**config.mk**
```make
export PLATFORM = sky130hd
export DESIGN_NAME = ddr4_cmd_decoder
export DESIGN_NICKNAME = d
export VERILOG_FILES = /design/src/rtl/ddr4_cmd_decoder.sv
export SDC_FILE = /design/constraint.sdc
export NUM_CORES = 1
export LEC_CHECK = 0
export CORE_ASPECT_RATIO = 0.7
export CORE_UTILIZATION = 40
export CTS_CLUSTER_DIAMETER = 30
export CTS_CLUSTER_SIZE = 10
export DETAILED_ROUTE_END_ITERATION = 10
export HOLD_SLACK_MARGIN = 0.12
export PLACE_DENSITY = 0.68
export SETUP_SLACK_MARGIN = 0.02
export SYNTH_ARGS = -nofsm -noshare
export SYNTH_HDL_FRONTEND = slang
export SYNTH_SLANG_ARGS = --single-unit
export TNS_END_PERCENT = 100
```
**constraint.sdc**
```tcl
create_clock -name clk -period 5.2 [get_ports clk]
set_clock_uncertainty 0.2 [all_clocks]
set_input_delay 0.78 -clock clk [delete_from_list [all_inputs] [get_ports clk]]
set_output_delay 0.78 -clock clk [all_outputs]
set_load 0.02 [all_outputs]
```
**src/rtl/ddr4_cmd_decoder.sv**
```systemverilog
// DDR4 command/address front end: samples the pins, decodes one-hot commands,
// tracks CKE power states and MR0 burst mode, and shapes CL/CWL data windows.
//   state      | meaning
//   ST_ACTIVE  | normal decode, cke high
//   ST_PWRDN   | precharge/active power-down, commands rejected
//   ST_SELFREF | self refresh, exits with SRX on cke rise
module ddr4_cmd_decoder #(
    parameter int ADDRWIDTH     = 17,
    parameter int BANKGROUPS    = 2,
    parameter int BANKSPERGROUP = 2,
    parameter int COLS          = 1024,
    parameter int CL            = 11,
    parameter int CWL           = 9,
    localparam int CADDRWIDTH   = $clog2(COLS),
    localparam int BGWIDTH      = $clog2(BANKGROUPS),
    localparam int BAWIDTH      = $clog2(BANKSPERGROUP)
) (
    input  logic                  clk,
    input  logic                  reset,
    input  logic                  cke,
    input  logic                  cs_n,
    input  logic                  act_n,
    input  logic [BGWIDTH:0]      bg_in,
    input  logic [BAWIDTH:0]      ba_in,
    input  logic [ADDRWIDTH-1:0]  a,
    output logic [18:0]           commands,
    output logic [BGWIDTH:0]      bg,
    output logic [BAWIDTH:0]      ba,
    output logic [ADDRWIDTH-1:0]  row,
    output logic [CADDRWIDTH-1:0] column,
    output logic                  rd_window,
    output logic                  wr_window,
    output logic [1:0]            pwr_state,
    output logic                  illegal_cmd
);
    localparam int WDEPTH = 35;

    typedef enum logic [1:0] {ST_ACTIVE = 2'd0, ST_PWRDN = 2'd1, ST_SELFREF = 2'd2} pwr_e;
    typedef enum logic [1:0] {F_BL8 = 2'd0, F_BC4 = 2'd1, F_S8 = 2'd2} form_e;

    // pin sampling stage
    logic                  cke_p_q, cs_n_p_q, act_n_p_q, cke_q;
    logic [BGWIDTH:0]      bg_p_q;
    logic [BAWIDTH:0]      ba_p_q;
    logic [ADDRWIDTH-1:0]  a_p_q;

    pwr_e                  state_q, state_d;
    logic [18:0]           cmd_q, cmd_d;
    logic                  ill_q, ill_d;
    logic [1:0]            bl_mode_q, bl_mode_d;
    logic [BGWIDTH:0]      bg_q, bg_d;
    logic [BAWIDTH:0]      ba_q, ba_d;
    logic [ADDRWIDTH-1:0]  row_q, row_d;
    logic [CADDRWIDTH-1:0] col_q, col_d;
    logic [WDEPTH-1:0]     rd_sr_q, rd_sr_d, wr_sr_q, wr_sr_d;

    form_e                 form;
    logic [2:0]            rcw;
    logic [4:0]            rw_off;
    logic [WDEPTH-1:0]     burst_bits;
    logic                  is_nop, dec_hit, rd_hit, wr_hit;

    assign rcw    = a_p_q[16:14];
    assign is_nop = act_n_p_q && (rcw == 3'b111);

    // bl_mode 11 falls through to fixed BL8
    always_comb begin
        form = F_BL8;
        case (bl_mode_q)
            2'b10:   form = F_BC4;
            2'b01:   form = a_p_q[12] ? F_S8 : F_BC4;
            default: form = F_BL8;
        endcase
    end

    assign rw_off     = 5'(form) + (a_p_q[10] ? 5'd3 : 5'd0);
    assign burst_bits = (form == F_BC4) ? WDEPTH'(3) : WDEPTH'(15);

    always_comb begin
        state_d   = state_q;
        cmd_d     = '0;
        ill_d     = 1'b0;
        bl_mode_d = bl_mode_q;
        bg_d      = bg_q;
        ba_d      = ba_q;
        row_d     = row_q;
        col_d     = col_q;
        dec_hit   = 1'b0;
        rd_hit    = 1'b0;
        wr_hit    = 1'b0;
        case (state_q)
            ST_ACTIVE: begin
                if (!cke_p_q) begin
                    if (cke_q && !cs_n_p_q && act_n_p_q && rcw == 3'b001) begin
                        cmd_d[2] = 1'b1;
                        dec_hit  = 1'b1;
                        state_d  = ST_SELFREF;
                    end else begin
                        state_d = ST_PWRDN;
                    end
                end else if (!cs_n_p_q) begin
                    dec_hit = 1'b1;
                    if (!act_n_p_q) begin
                        cmd_d[6] = 1'b1;
                        row_d    = a_p_q;
                    end else begin
                        case (rcw)
                            3'b000: begin
                                cmd_d[0] = 1'b1;
                                if (bg_p_q == '0 && ba_p_q == '0) bl_mode_d = a_p_q[1:0];
                            end
                            3'b001: begin
                                if (cke_q) cmd_d[1] = 1'b1;
                                else dec_hit = 1'b0;
                            end
                            3'b010: begin
                                if (a_p_q[10]) cmd_d[5] = 1'b1;
                                else cmd_d[4] = 1'b1;
                            end
                            3'b100: begin
                                cmd_d  = 19'd1 << (5'd7 + rw_off);
                                col_d  = a_p_q[CADDRWIDTH-1:0];
                                wr_hit = 1'b1;
                            end
                            3'b101: begin
                                cmd_d  = 19'd1 << (5'd13 + rw_off);
                                col_d  = a_p_q[CADDRWIDTH-1:0];
                                rd_hit = 1'b1;
                            end
                            3'b011: begin
                                ill_d   = 1'b1;
                                dec_hit = 1'b0;
                            end
                            default: dec_hit = 1'b0;
                        endcase
                    end
                end
            end
            ST_PWRDN, ST_SELFREF: begin
                if (!cs_n_p_q && !is_nop) ill_d = 1'b1;
                if (cke_p_q) begin
                    state_d = ST_ACTIVE;
                    if (state_q == ST_SELFREF) cmd_d[3] = 1'b1;
                end
            end
            default: state_d = ST_ACTIVE;
        endcase
        if (dec_hit) begin
            bg_d = bg_p_q;
            ba_d = ba_p_q;
        end
        rd_sr_d = (rd_sr_q >> 1) | (rd_hit ? (burst_bits << CL) : '0);
        wr_sr_d = (wr_sr_q >> 1) | (wr_hit ? (burst_bits << CWL) : '0);
    end

    always_ff @(posedge clk) begin
        if (reset) begin
            cke_p_q   <= 1'b1;
            cke_q     <= 1'b1;
            cs_n_p_q  <= 1'b1;
            act_n_p_q <= 1'b1;
            bg_p_q    <= '0;
            ba_p_q    <= '0;
            a_p_q     <= '0;
            state_q   <= ST_ACTIVE;
            cmd_q     <= '0;
            ill_q     <= 1'b0;
            bl_mode_q <= 2'b00;
            bg_q      <= '0;
            ba_q      <= '0;
            row_q     <= '0;
            col_q     <= '0;
            rd_sr_q   <= '0;
            wr_sr_q   <= '0;
        end else begin
            cke_p_q   <= cke;
            cke_q     <= cke_p_q;
            cs_n_p_q  <= cs_n;
            act_n_p_q <= act_n;
            bg_p_q    <= bg_in;
            ba_p_q    <= ba_in;
            a_p_q     <= a;
            state_q   <= state_d;
            cmd_q     <= cmd_d;
            ill_q     <= ill_d;
            bl_mode_q <= bl_mode_d;
            bg_q      <= bg_d;
            ba_q      <= ba_d;
            row_q     <= row_d;
            col_q     <= col_d;
            rd_sr_q   <= rd_sr_d;
            wr_sr_q   <= wr_sr_d;
        end
    end

    assign commands    = cmd_q;
    assign illegal_cmd = ill_q;
    assign pwr_state   = state_q;
    assign bg          = bg_q;
    assign ba          = ba_q;
    assign row         = row_q;
    assign column      = col_q;
    assign rd_window   = rd_sr_q[0];
    assign wr_window   = wr_sr_q[0];
endmodule
```
; After elaboration in Yosys (flattened, before gate mapping)
; Cells that the tools add are included.
[word_totals]
regBits = 150
latch_bits = 0
ram_bits = 0
mem_bits_ro = 0
output_inout_bits = 55
word_cells = 114
memories = 0
[classes]
addsub = 3
mul = 0
div_mod_pow = 0
order_cmp = 0
n_eq_ne = 13
shifts = 2
mux = 48
n_bitwise = 6
reduce_logical = 22
[ops]
columns = op, n
row1 = $or A34 B13 Y34, 1
row2 = $or A34 B15 Y34, 1
row3 = $mux W1, 28
row4 = $pmux W13 S2, 1
row5 = $shl A1 B4 Y19 const A, 1
row6 = $shl A1 B5 Y19 const A, 1
row7 = $mux W15, 1
row8 = $mux W13, 1
row9 = $mux W4, 3
row10 = $pmux W2 S2, 3
row11 = $mux W2, 5
row12 = $eq A3 B3 Y1 const B, 3
row13 = $reduce_or A4 Y1, 2
row14 = $eq A2 B1 Y1 const B, 3
row15 = $eq A3 B2 Y1 const B, 2
row16 = $logic_and A1 B1 Y1, 6
row17 = $logic_not A2 Y1, 3
row18 = $pmux W1 S2, 3
row19 = $pmux W1 S3, 2
row20 = $pmux W2 S3, 1
row21 = $reduce_and A6 Y1, 1
row22 = $reduce_or A2 Y1, 3
row23 = $add A4 B3 Y5 const A, 1
row24 = $reduce_and A5 Y1, 1
row25 = other kinds (11), 17

; Depth between registers and ports, before layout
; Gate-level depths: netlist of the first run.
[depth]
ltp_word = 10
mapped_depth = 14

; Worst setup path before layout of the first run
; No wires, ideal clock.
[synth_path]
path_type = flip-flop to flip-flop
start = reg bl_mode_q[0]
end = reg cmd_q[3] (netlist: commands[3])
t_arrival_ns = 2.845
required_ns = 4.930
setup_slack_ns = 2.085
path_stages_with_launch = 14
n_path_buf = 2
period_less_slack_ns = 3.115
path_cell_list = dfxtp_1 inv_1 ha_1 a21oi_1 ha_1 fa_1 clkbuf_1 nand2_1 ha_1 and4b_1 buf_4 nand4_1 or4_1 a21boi_1
[synth_between]
elab_chain_cells = 10
word_cells_on_any_way = 13
[synth_rtl]
columns = element, line
row1 = "start, declared", 50  ; logic [1:0] bl_mode_q, bl_mode_d;
row2 = "start signal, assigned", 186  ; bl_mode_q <= bl_mode_d;
row3 = $eq A2 B1 Y1 or $eq A2 B2 Y1 (tied branches), 69  ; case (bl_mode_q)
row4 = $pmux W2 S2 (*), 69
row5 = $add A2 B2 Y3 (*), 76  ; assign rw_off = 5'(form) + (a_p_q[10] ? 5'd3 : 5'd0);
row6 = $add A4 B3 Y5 or $add A3 B3 Y4 (tied branches), "126, 121"
row7 = $shl A1 B5 Y19 or $shl A1 B4 Y19 (tied branches), "126, 121"
row8 = $pmux W2 S2 (*), 107  ; case (rcw)
row9 = $mux W4 (*), 103  ; if (!act_n_p_q) begin
row10 = $mux W4 (*), 101  ; end else if (!cs_n_p_q) begin
row11 = $mux W1 (*), 93  ; if (!cke_p_q) begin
row12 = $pmux W1 S2 (*), 91  ; case (state_q)
row13 = "end signal, assigned", 184  ; cmd_q <= cmd_d;
row14 = "end, declared", 48  ; logic [18:0] cmd_q, cmd_d;
; Mark *: on every way between the ends. The rest lies on a longest branch, timed or not.
; A chain may end at the register's enable or synchronous reset.

; Final worst setup path of the first run
[layout_path]
start = reg bl_mode_q[1]
end = reg cmd_q[3] (netlist: commands[3])
; The elaborated chain is that of the path after synthesis.

==> impl_metrics.tcl, run 1 <==
set metrics [dict create \
    drive_gt1_share_pct 5.198 \
    timing.max_cap.violations 0 \
    grt_antenna_before_repair 0 \
    synth_edf_count 0 \
    fin_nets 512 \
    wl_per_cell_um 14.04 \
    postRouteAntennaNets 0 \
    internal-power_mw 1.308 \
    yosys_warnings 0 \
    hold_viol 0 \
    tightest_slew_ns 1.130 \
    clkTransAtPathRegs_ns 0.07 \
    hpwl_um 5900 \
    setup_viol 0 \
    antenna_cells 0 \
    track_usage_pct 17.78 \
    final_max_slew_viol_count 0 \
    final-instance-count-excl-fill 605 \
    cp-start-kind "register" \
    crit_path_cell_trace "inv_1 > ha_1 > nand2b_1 > a21oi_1 > ha_1 > fa_1 > nand2_1 > ha_1 > and4b_1 > nand4_1 > or4_1 > a21boi_1" \
    relSlewSlack_pct 24.23 \
    drt_iter0_markers 216 \
    routed_via_density 4.904 \
    dieArea_sq_um 9960 \
    synth_cells 409 \
    die_w_um 118.9 \
    ys_seq_area_share_pct 56.54 \
    outcome "finished clean" \
    grt_max_degree 58 \
    syn_area_per_cell_sq_um 9.349 \
    routed_wl_um 8496 \
    grt_pass1_wl_um 13630 \
    rsz0062_at_grt "false" \
    hold_path_class "register to register" \
    overflow 0 \
    cts_setup_buffers 0 \
    num_io_pins 81 \
    die_y_um 83.80 \
    placed_area_sq_um 4672 \
    worstPathRequired_ns 5.26 \
    stdcell_area_sq_um 4997 \
    cp_slowest_cell "fa_1" \
    ctsRootBufferMaster "clkbuf_16" \
    synth.largest_area_cell "dfxtp_1" \
    ys_types 44 \
    drc 0 \
    rrSetupSlack_ns 1.80 \
    worst-setup-path-type "register to register" \
    fmax_mhz 294.5 \
    cts.htree.levels 3 \
    io_buffers 80 \
    setup_tns_ns 0 \
    crit_fanout 12 \
    yosysTopAreaCellShare_pct 56.54 \
    swShare_pct 21.38 \
    start_util_pct 41.65 \
    grt_pass1_vias 2682 \
    clock_sink_count 108 \
    synth.area.top_cells "dfxtp_1 57%, nor2b_1 7.5%, nand2_1 6.9%, a21oi_1 4.5%, ha_1 2.9%" \
    slowest_delay_ns 0.59 \
    fin_crit_ns 3.395 \
    cts_buffers 9 \
    hold_slack_ns 0.2312 \
    worstPathArrival_ns 3.46 \
    seq_power_share_pct 51.5 \
    endpoint_kind "register" \
    postCtsHoldBufs 0 \
    ys_seq_elements 108 \
    area_growth_pct 30.69 \
    min_period_over_period_pct 65.30 \
    net-switching-power_mw 0.3559 \
    fp-row-count 29 \
    clkPwrFrac_pct 43.2 \
    place_congestion 0.8565 \
    comb_power_share_pct 5.3 \
    synth_nets 445 \
    async_reset_ff_share_pct 0 \
    p_per_area_nw_per_um2 333.1 \
    synthFlopType "dfxtp_1" \
    cts_tree "yes" \
    crit_top_cell "ha_1" \
    syn_area_sq_um 3824 \
    ir_drop_mv 0.1926 \
    insertion_delay_ns 0.33 \
    vias 2967 \
    cts_resized 0 \
    dp.cells 589 \
    first_pass_iters 5 \
    p_leak_nw 1.802 \
    core-area_sq_um 9180 \
    clockBufferDepth 2 \
]
## through the flow
step                power (mW)  setup WS (ns)  util (%)
floorplan               0.9237          2.085         -
global placement        0.9630          1.970     50.89
detailed placement      0.9642          1.842     50.89
CTS                      1.682          1.824     54.44
global route             1.729          1.624     54.44
finish                   1.664          1.805     54.44
## sequential cells by signal, indices dropped and copies added (netlist names)
| name | count |
|---|---|
| column | 10 |
| bg | 2 |
| ba_p_q | 2 |
| cs_n_p_q | 1 |
| a_p_q | 17 |
| pwr_state | 2 |
| bl_mode_q | 2 |
| cke_q | 1 |
| row | 17 |
| rd_sr_q | 15 |
| commands | 19 |
| illegal_cmd | 1 |
| act_n_p_q | 1 |
| bg_p_q | 2 |
| cke_p_q | 1 |
| wr_sr_q | 13 |
| ba | 2 |
## Yosys cell counts (3+ instances only)
library cell  count
dfxtp_1         108
nand2_1          70
and2_1            3
nand2b_1          6
nor2b_1          46
o32ai_1           4
nor3_1            6
nand3_1           9
or3_1             3
a21oi_1          34
nor2_1           18
nor4_1            7
or2_2             6
ha_1              9
buf_2             7
clkbuf_1         15
inv_1            15
nand3b_1          3
a31oi_1           3
o21ai_0           3
## power by group through the flow
| stage | combinational (mW) | clock, mW | sequential (mW) |
|---|---|---|---|
| final | 0.0879 | 0.719 | 0.858 |
| after CTS | 0.0880 | 0.736 | 0.857 |
| after detailed placement | 0.0876 | 0 | 0.877 |
| after floorplan | 0.0506 | 0 | 0.873 |
| after global placement | 0.0867 | 0 | 0.876 |
| after global routing | 0.0957 | 0.774 | 0.860 |
## worst max-delay path, delay by kind of cell (launching register included)
| kind | cells | cell delay [ns] |
|---|---|---|
| AO/OA/AOI/OAI | 2 | 0.22 |
| adder cells (fa/ha/maj) | 4 | 1.21 |
| AND/OR/NAND/NOR | 5 | 1.29 |
| buffers and inverters | 1 | 0.05 |
| flip-flops | 1 | 0.36 |
## layout by cell type (no fill, tap or decap), types with 2 or more instances in the layout
cell type        netlist  routed
clkdlybuf4s50_1        0      79
or2_2                  6       6
clkinvlp_4             0       2
o32ai_1                4       4
a21oi_1               34      34
nor3_1                 6       6
a31oi_1                3       3
nor4_1                 7       7
ha_1                   9       9
clkbuf_16              0       9
a22oi_1                2       2
nor2b_1               46      46
o21ai_0                3       3
bufinv_16              0       2
a211oi_1               2       2
a21o_1                 2       2
nand4_1                2       2
nand2_1               70      70
nor4b_1                2       2
nand3b_1               3       3
dfxtp_1              108     108
nand3_1                9       9
and4b_1                2       2
nor2_1                18      18
and2_1                 3       3
nand2b_1               6       6
o21a_1                 2       2
or3_1                  3       3
mux2i_1                2       2
inv_1                 15      15
a2111oi_0              2       2
## path summary, 6_finish.rpt
kind / start / to / depth (start not counted)
worst min-delay path: a_p_q[13] / row[13] / 2
worst max-delay path: bl_mode_q[1] / commands[3] / 12
worst max register to register: bl_mode_q[1] / commands[3] / 12
worst min register to register: a_p_q[13] / row[13] / 2
## cell type report
type	instances	area, sq um
fill	835	4183
tap	124	155.1
multi-input combinational	261	1495
timing repair buffer	81	803.3
clock buffer	9	225.2
sequential	108	2162
clock inverter	7	100.1
inverter	15	56.30
## kinds of logic (layout without fill, tap and decap cells)
logic type | count (synthesis) | in the layout | share of synthesized area (%)
adder cells (fa/ha/maj) | 10 | 10 | 3.469
AND/OR/NAND/NOR | 188 | 188 | 25.29
buffers and inverters | 40 | 112 | 4.352
flip-flops | 108 | 108 | 56.54
AO/OA/AOI/OAI | 61 | 61 | 9.816
multiplexers | 2 | 2 | 0.5236
## layer usage
layer,GRT usage (%),vias up,part of all wire (%)
met1,25.63,1385,49
met2,25.62,88,44
li1,-,1492,-
met3,5.328,2,6.1
met5,0,-,0
met4,4.718,0,0.41
Note: power is estimated with default switching activity, not from simulation.
==> run 2: changes to the inputs <==
==> constraint.sdc (replaced) <==
create_clock -name clk -period 3.28 [get_ports clk]
set_clock_uncertainty 0.2 [all_clocks]
set_input_delay 0.492 -clock clk [delete_from_list [all_inputs] [get_ports clk]]
set_output_delay 0.492 -clock clk [all_outputs]
set_load 0.02 [all_outputs]
==> impl_metrics.tcl, run 2 (synthesized netlist as in run 1, its figures left out) <==
set metrics [dict create \
    met1_usage_pct 24.10 \
    io_buffers 80 \
    grt_antenna_before_repair 0 \
    largest_reg_flops 19 \
    postCtsHoldBufs 0 \
    slowest_delay_ns 0.51 \
    grt_pass1_vias 2899 \
    cts_resized 0 \
    comb_power_share_pct 5.5 \
    crit_top_cell "ha_1" \
    crit_path_cell_trace "inv_1 > ha_1 > a21oi_1 > ha_1 > fa_1 > nand2_2 > ha_4 > and4b_2 > nand4_1 > or4_4 > a21boi_1" \
    timing.max_cap.violations 0 \
    fin_crit_ns 3.082 \
    p_per_area_nw_per_um2 519.6 \
    crit_fanout 4 \
    fp-row-count 29 \
    hold_path_class "register to register" \
    relSlewSlack_pct 51.44 \
    overflow 0 \
    cp-start-kind "register" \
    hold_depth 1 \
    rrSetupSlack_ns 0.20 \
    p_leak_nw 1.837 \
    cts_setup_buffers 0 \
    ctsRootBufferMaster "clkbuf_16" \
    track_usage_pct 18.43 \
    clkTransAtPathRegs_ns 0.07 \
    worstPathArrival_ns 3.16 \
    mostFrequentLayoutCell "dfxtp_1" \
    cts_buffers 9 \
    setup_viol 0 \
    stdcell_area_sq_um 5049 \
    first_pass_iters 5 \
    cp_slowest_cell "or4_4" \
    critical_path_cell_count 11 \
    antenna_cells 0 \
    area_growth_pct 32.04 \
    net-switching-power_mw 0.5465 \
    die_w_um 118.9 \
    postRouteAntennaNets 0 \
    top_usage_layer "met2" \
    core-area_sq_um 9180 \
    drive_gt1_share_pct 7.010 \
    routed_wl_um 8702 \
    insertion_delay_ns 0.35 \
    clock_sink_count 108 \
    gr-usage-met3_pct 5.260 \
    clockBufferDepth 2 \
    clkPwrFrac_pct 42.7 \
    num_io_pins 81 \
    seq_power_share_pct 51.8 \
    reg2regPathDepth 11 \
    grt_use_met2_pct 29.13 \
    critPathTopFamily "adder cells" \
    worst-setup-path-type "register to register" \
    ir_drop_mv 0.2832 \
    vias 3009 \
    rsz0062_at_grt "false" \
    grt_pass1_wl_um 14230 \
    swShare_pct 20.83 \
    place_congestion 0.8876 \
    drc 0 \
    layout_common_cells "108 x dfxtp_1, 79 x clkdlybuf4s50_1, 69 x nand2_1" \
    outcome "finished clean" \
    drt_iter0_markers 208 \
    final_max_slew_viol_count 0 \
    grt_max_degree 63 \
    dieArea_sq_um 9960 \
    cts_tree "yes" \
    setup_tns_ns 0 \
    fin_nets 517 \
    internal-power_mw 2.077 \
    cts.htree.levels 3 \
    endpoint_kind "register" \
    hpwl_um 6181 \
    routed_via_density 4.941 \
    placed_area_sq_um 4710 \
    min_period_over_period_pct 93.97 \
    critical_path_buf_inv_count 1 \
    hold_viol 0 \
    start_util_pct 41.65 \
    worstPathRequired_ns 3.35 \
    tightest_slew_ns 0.7275 \
    die_y_um 83.80 \
    wl_per_cell_um 14.29 \
    fmax_mhz 324.5 \
]
## run 2: stage by stage
| step | util (%) | instances | setup slack, ns | hold WS (ns) | total power, mW |
|---|---|---|---|---|---|
| 3_3_place_gp | 51.30 | 594 | 0.3185 | 0.2124 | 1.528 |
| 2_1_floorplan | - | 409 | 0.1648 | 0.2078 | 1.464 |
| 4_1_cts | 54.78 | 609 | 0.1148 | 0.2375 | 2.653 |
| 5_1_grt | 55.00 | 609 | 0.02839 | 0.2506 | 2.716 |
| 3_5_place_dp | 51.30 | 594 | 0.1370 | 0.2226 | 1.531 |
| 6_report | 55.00 | 609 | 0.1979 | 0.2358 | 2.623 |
## run 2: layout make-up
cell class	count	area, sq um
clock inverter	2	38.79
inverter	15	56.30
tap	124	155.1
timing repair buffer	86	840.8
sequential	108	2162
fill	822	4131
multi-input combinational	261	1515
clock buffer	13	280.3
## run 2: path summary, 6_finish.rpt
check,startpoint,to
worst max-delay path,bl_mode_q[0],commands[3]
worst min-delay path,wr_sr_q[5],wr_sr_q[4]
worst max register to register,bl_mode_q[0],commands[3]
worst min register to register,wr_sr_q[5],wr_sr_q[4]
## run 2: power groups by stage
stage               clock [mW]  combinational (mW)  sequential [mW]
finish                    1.12               0.144             1.36
global route              1.20               0.158             1.36
CTS                       1.15               0.142             1.36
detailed placement           0               0.142             1.39
global placement             0               0.139             1.39
floorplan                    0              0.0802             1.38
## run 2: per-layer routing
metal / wire (um) / share of wire [%]
met5: 0 / 0
met2: 3847 / 44
met3: 483 / 5.6
met1: 4220 / 48
met4: 151 / 1.7
==> run 3: changes to the inputs <==
--- a/config.mk
+++ b/config.mk
@@ -5,6 +5,7 @@
 export SDC_FILE = /design/constraint.sdc
 export NUM_CORES = 1
 export LEC_CHECK = 0
+export ABC_AREA = 1
 export CORE_ASPECT_RATIO = 0.7
 export CORE_UTILIZATION = 40
 export CTS_CLUSTER_DIAMETER = 30
==> impl_metrics.tcl, run 3 <==
set metrics [dict create \
    setup_tns_ns 0 \
    die_w_um 120.7 \
    slowest_delay_ns 0.58 \
    post-place-ws_ns 0.2935 \
    ys_seq_area_share_pct 54.84 \
    placed_area_sq_um 4801 \
    mostFrequentLayoutCell "dfxtp_1" \
    worstPathRequired_ns 3.35 \
    grt_max_degree 39 \
    total_power_mw 2.693 \
    endpoint_kind "register" \
    synth.area.top_cells "dfxtp_1 55%, inv_1 8.4%, nor2_1 7.3%, a21oi_1 6.0%, nand2_1 4.3%" \
    outcome "finished clean" \
    timing.max_cap.violations 0 \
    cts.htree.levels 3 \
    insertion_delay_ns 0.34 \
    routed_wl_um 8193 \
    vias 3087 \
    ys_seq_elements 108 \
    yosysTopAreaCellShare_pct 54.84 \
    critPathTopFamily "adder cells" \
    synthFlopType "dfxtp_1" \
    ctsRootBufferMaster "clkbuf_16" \
    grt_antenna_before_repair 0 \
    core-area_sq_um 9325 \
    area_growth_pct 29.48 \
    multi_input_area_sq_um 1324 \
    final_util_pct 54.74 \
    routed_via_density 4.546 \
    fill_cells 843 \
    cts_tree "yes" \
    crit_path_cell_trace "inv_1 > ha_1 > nand2_1 > a21oi_1 > ha_1 > fa_2 > nand2_1 > ha_1 > inv_1 > nor2_1 > nand4_1 > a21oi_1" \
    fin_crit_ns 2.945 \
    track_usage_pct 16.95 \
    fmax_mhz 339.6 \
    worst-setup-path-type "register to register" \
    critical_path_buf_inv_count 2 \
    rsz0062_at_grt "false" \
    async_reset_ff_share_pct 0 \
    start_util_pct 42.28 \
    tightest_slew_ns 0.5626 \
    grt_pass1_vias 2775 \
    setup_ws_ns 0.3352 \
    ir_drop_mv 0.2756 \
    setup_viol 0 \
    largest_reg_flops 19 \
    regArea_sq_um 2162 \
    wl_per_cell_um 12.07 \
    overflow 0 \
    final_max_slew_viol_count 0 \
    min_period_over_period_pct 89.78 \
    drc 0 \
    synth_cells 479 \
    syn_area_per_cell_sq_um 8.231 \
    cp-start-kind "register" \
    cts_buffers 9 \
    grt_pass1_wl_um 13470 \
    cp_slowest_cell "fa_2" \
    clock_sink_count 108 \
    syn_area_sq_um 3943 \
    synth_edf_count 0 \
    p_per_area_nw_per_um2 527.6 \
    fin_nets 589 \
    postRouteAntennaNets 0 \
    hold_viol 0 \
    io_buffers 80 \
    antenna_cells 0 \
    hpwl_um 5939 \
    crit_fanout 5 \
    yosys_warnings 0 \
    layout_common_cells "108 x dfxtp_1, 88 x inv_1, 79 x clkdlybuf4s50_1" \
    synth_nets 515 \
    drt_iter0_markers 236 \
    fp-row-count 29 \
    worstPathArrival_ns 3.02 \
    p_leak_nw 2.112 \
    clkTransAtPathRegs_ns 0.07 \
    place_congestion 0.9311 \
    synth.most_common_cell "dfxtp_1" \
    stdcell_area_sq_um 5105 \
    clockBufferDepth 2 \
    num_io_pins 81 \
    die_y_um 85.07 \
    ys_types 34 \
    crit_top_cell "ha_1" \
    first_pass_iters 4 \
    synth.largest_area_cell "dfxtp_1" \
    relSlewSlack_pct 62.44 \
    dieArea_sq_um 10260 \
    hold_path_class "register to register" \
    drive_gt1_share_pct 6.486 \
    postCtsHoldBufs 0 \
    synth.cells.most_frequent "108 x dfxtp_1, 88 x inv_1, 77 x nor2_1" \
]
run 3: final timing paths:
check,depth (start not counted),slack (ns),from,to
worst max register to register,12,0.34,bl_mode_q[1],commands[3]
worst min-delay path,2,0.20,wr_sr_q[1],wr_sr_q[0]
worst min register to register,2,0.20,wr_sr_q[1],wr_sr_q[0]
worst max-delay path,12,0.34,bl_mode_q[1],commands[3]
run 3: worst register-to-register path: stages (launching register included):
cell     delay, ns
dfxtp_1       0.34
inv_1         0.06
ha_1          0.19
nand2_1       0.07
a21oi_1       0.07
ha_1          0.20
fa_2          0.58
nand2_1       0.10
ha_1          0.47
inv_1         0.16
nor2_1        0.17
nand4_1       0.12
a21oi_1       0.14
run 3: per-stage QoR:
stage / std cells / hold slack (ns)
2_1_floorplan: 479 / 0.1883
3_3_place_gp: 666 / 0.1924
3_5_place_dp: 666 / 0.1940
4_1_cts: 679 / 0.2035
5_1_grt: 679 / 0.2219
6_report: 679 / 0.2025
run 3: area by class of cell:
class	count	area share [%]
Sequential cell	108	42.35
Multi-Input combinational cell	258	25.93
Timing Repair Buffer	81	15.74
Inverter	95	7.034
Clock buffer	9	4.412
Tap cell	124	3.039
Clock inverter	4	1.495
run 3: kinds of logic after synthesis:
family          share of synthesized area [%]
simple gates                            19.23
compound gates                          10.92
fa+ha+maj                               3.364
buf+inv                                 11.65
flops                                   54.84
run 3: what timing repair did:
| action | CTS | global route |
|---|---|---|
| gates resized for setup | 0 | 1 |
| endpoints found under the setup margin | 0 | 1 |
| buffers inserted | 0 | 0 |
run 3: where the power goes:
| part | switching (mW) | internal (mW) | total (mW) |
|---|---|---|---|
| Clock | 0.447 | 0.659 | 1.11 |
| Sequential | 0.0219 | 1.35 | 1.37 |
| Combinational | 0.128 | 0.0917 | 0.220 |
| Total | 0.597 | 2.10 | 2.69 |
run 3: layer usage:
layer  global-route usage (%)  part of all wire, %  vias to the layer above  wire [um]
met5                        0                    0                        -          0
met4                    4.826                 0.62                        0         51
met3                    5.981                  6.3                        4        515
met2                    24.66                   43                       73       3534
met1                    23.61                   50                     1381       4092
li1                         -                    -                     1629          -
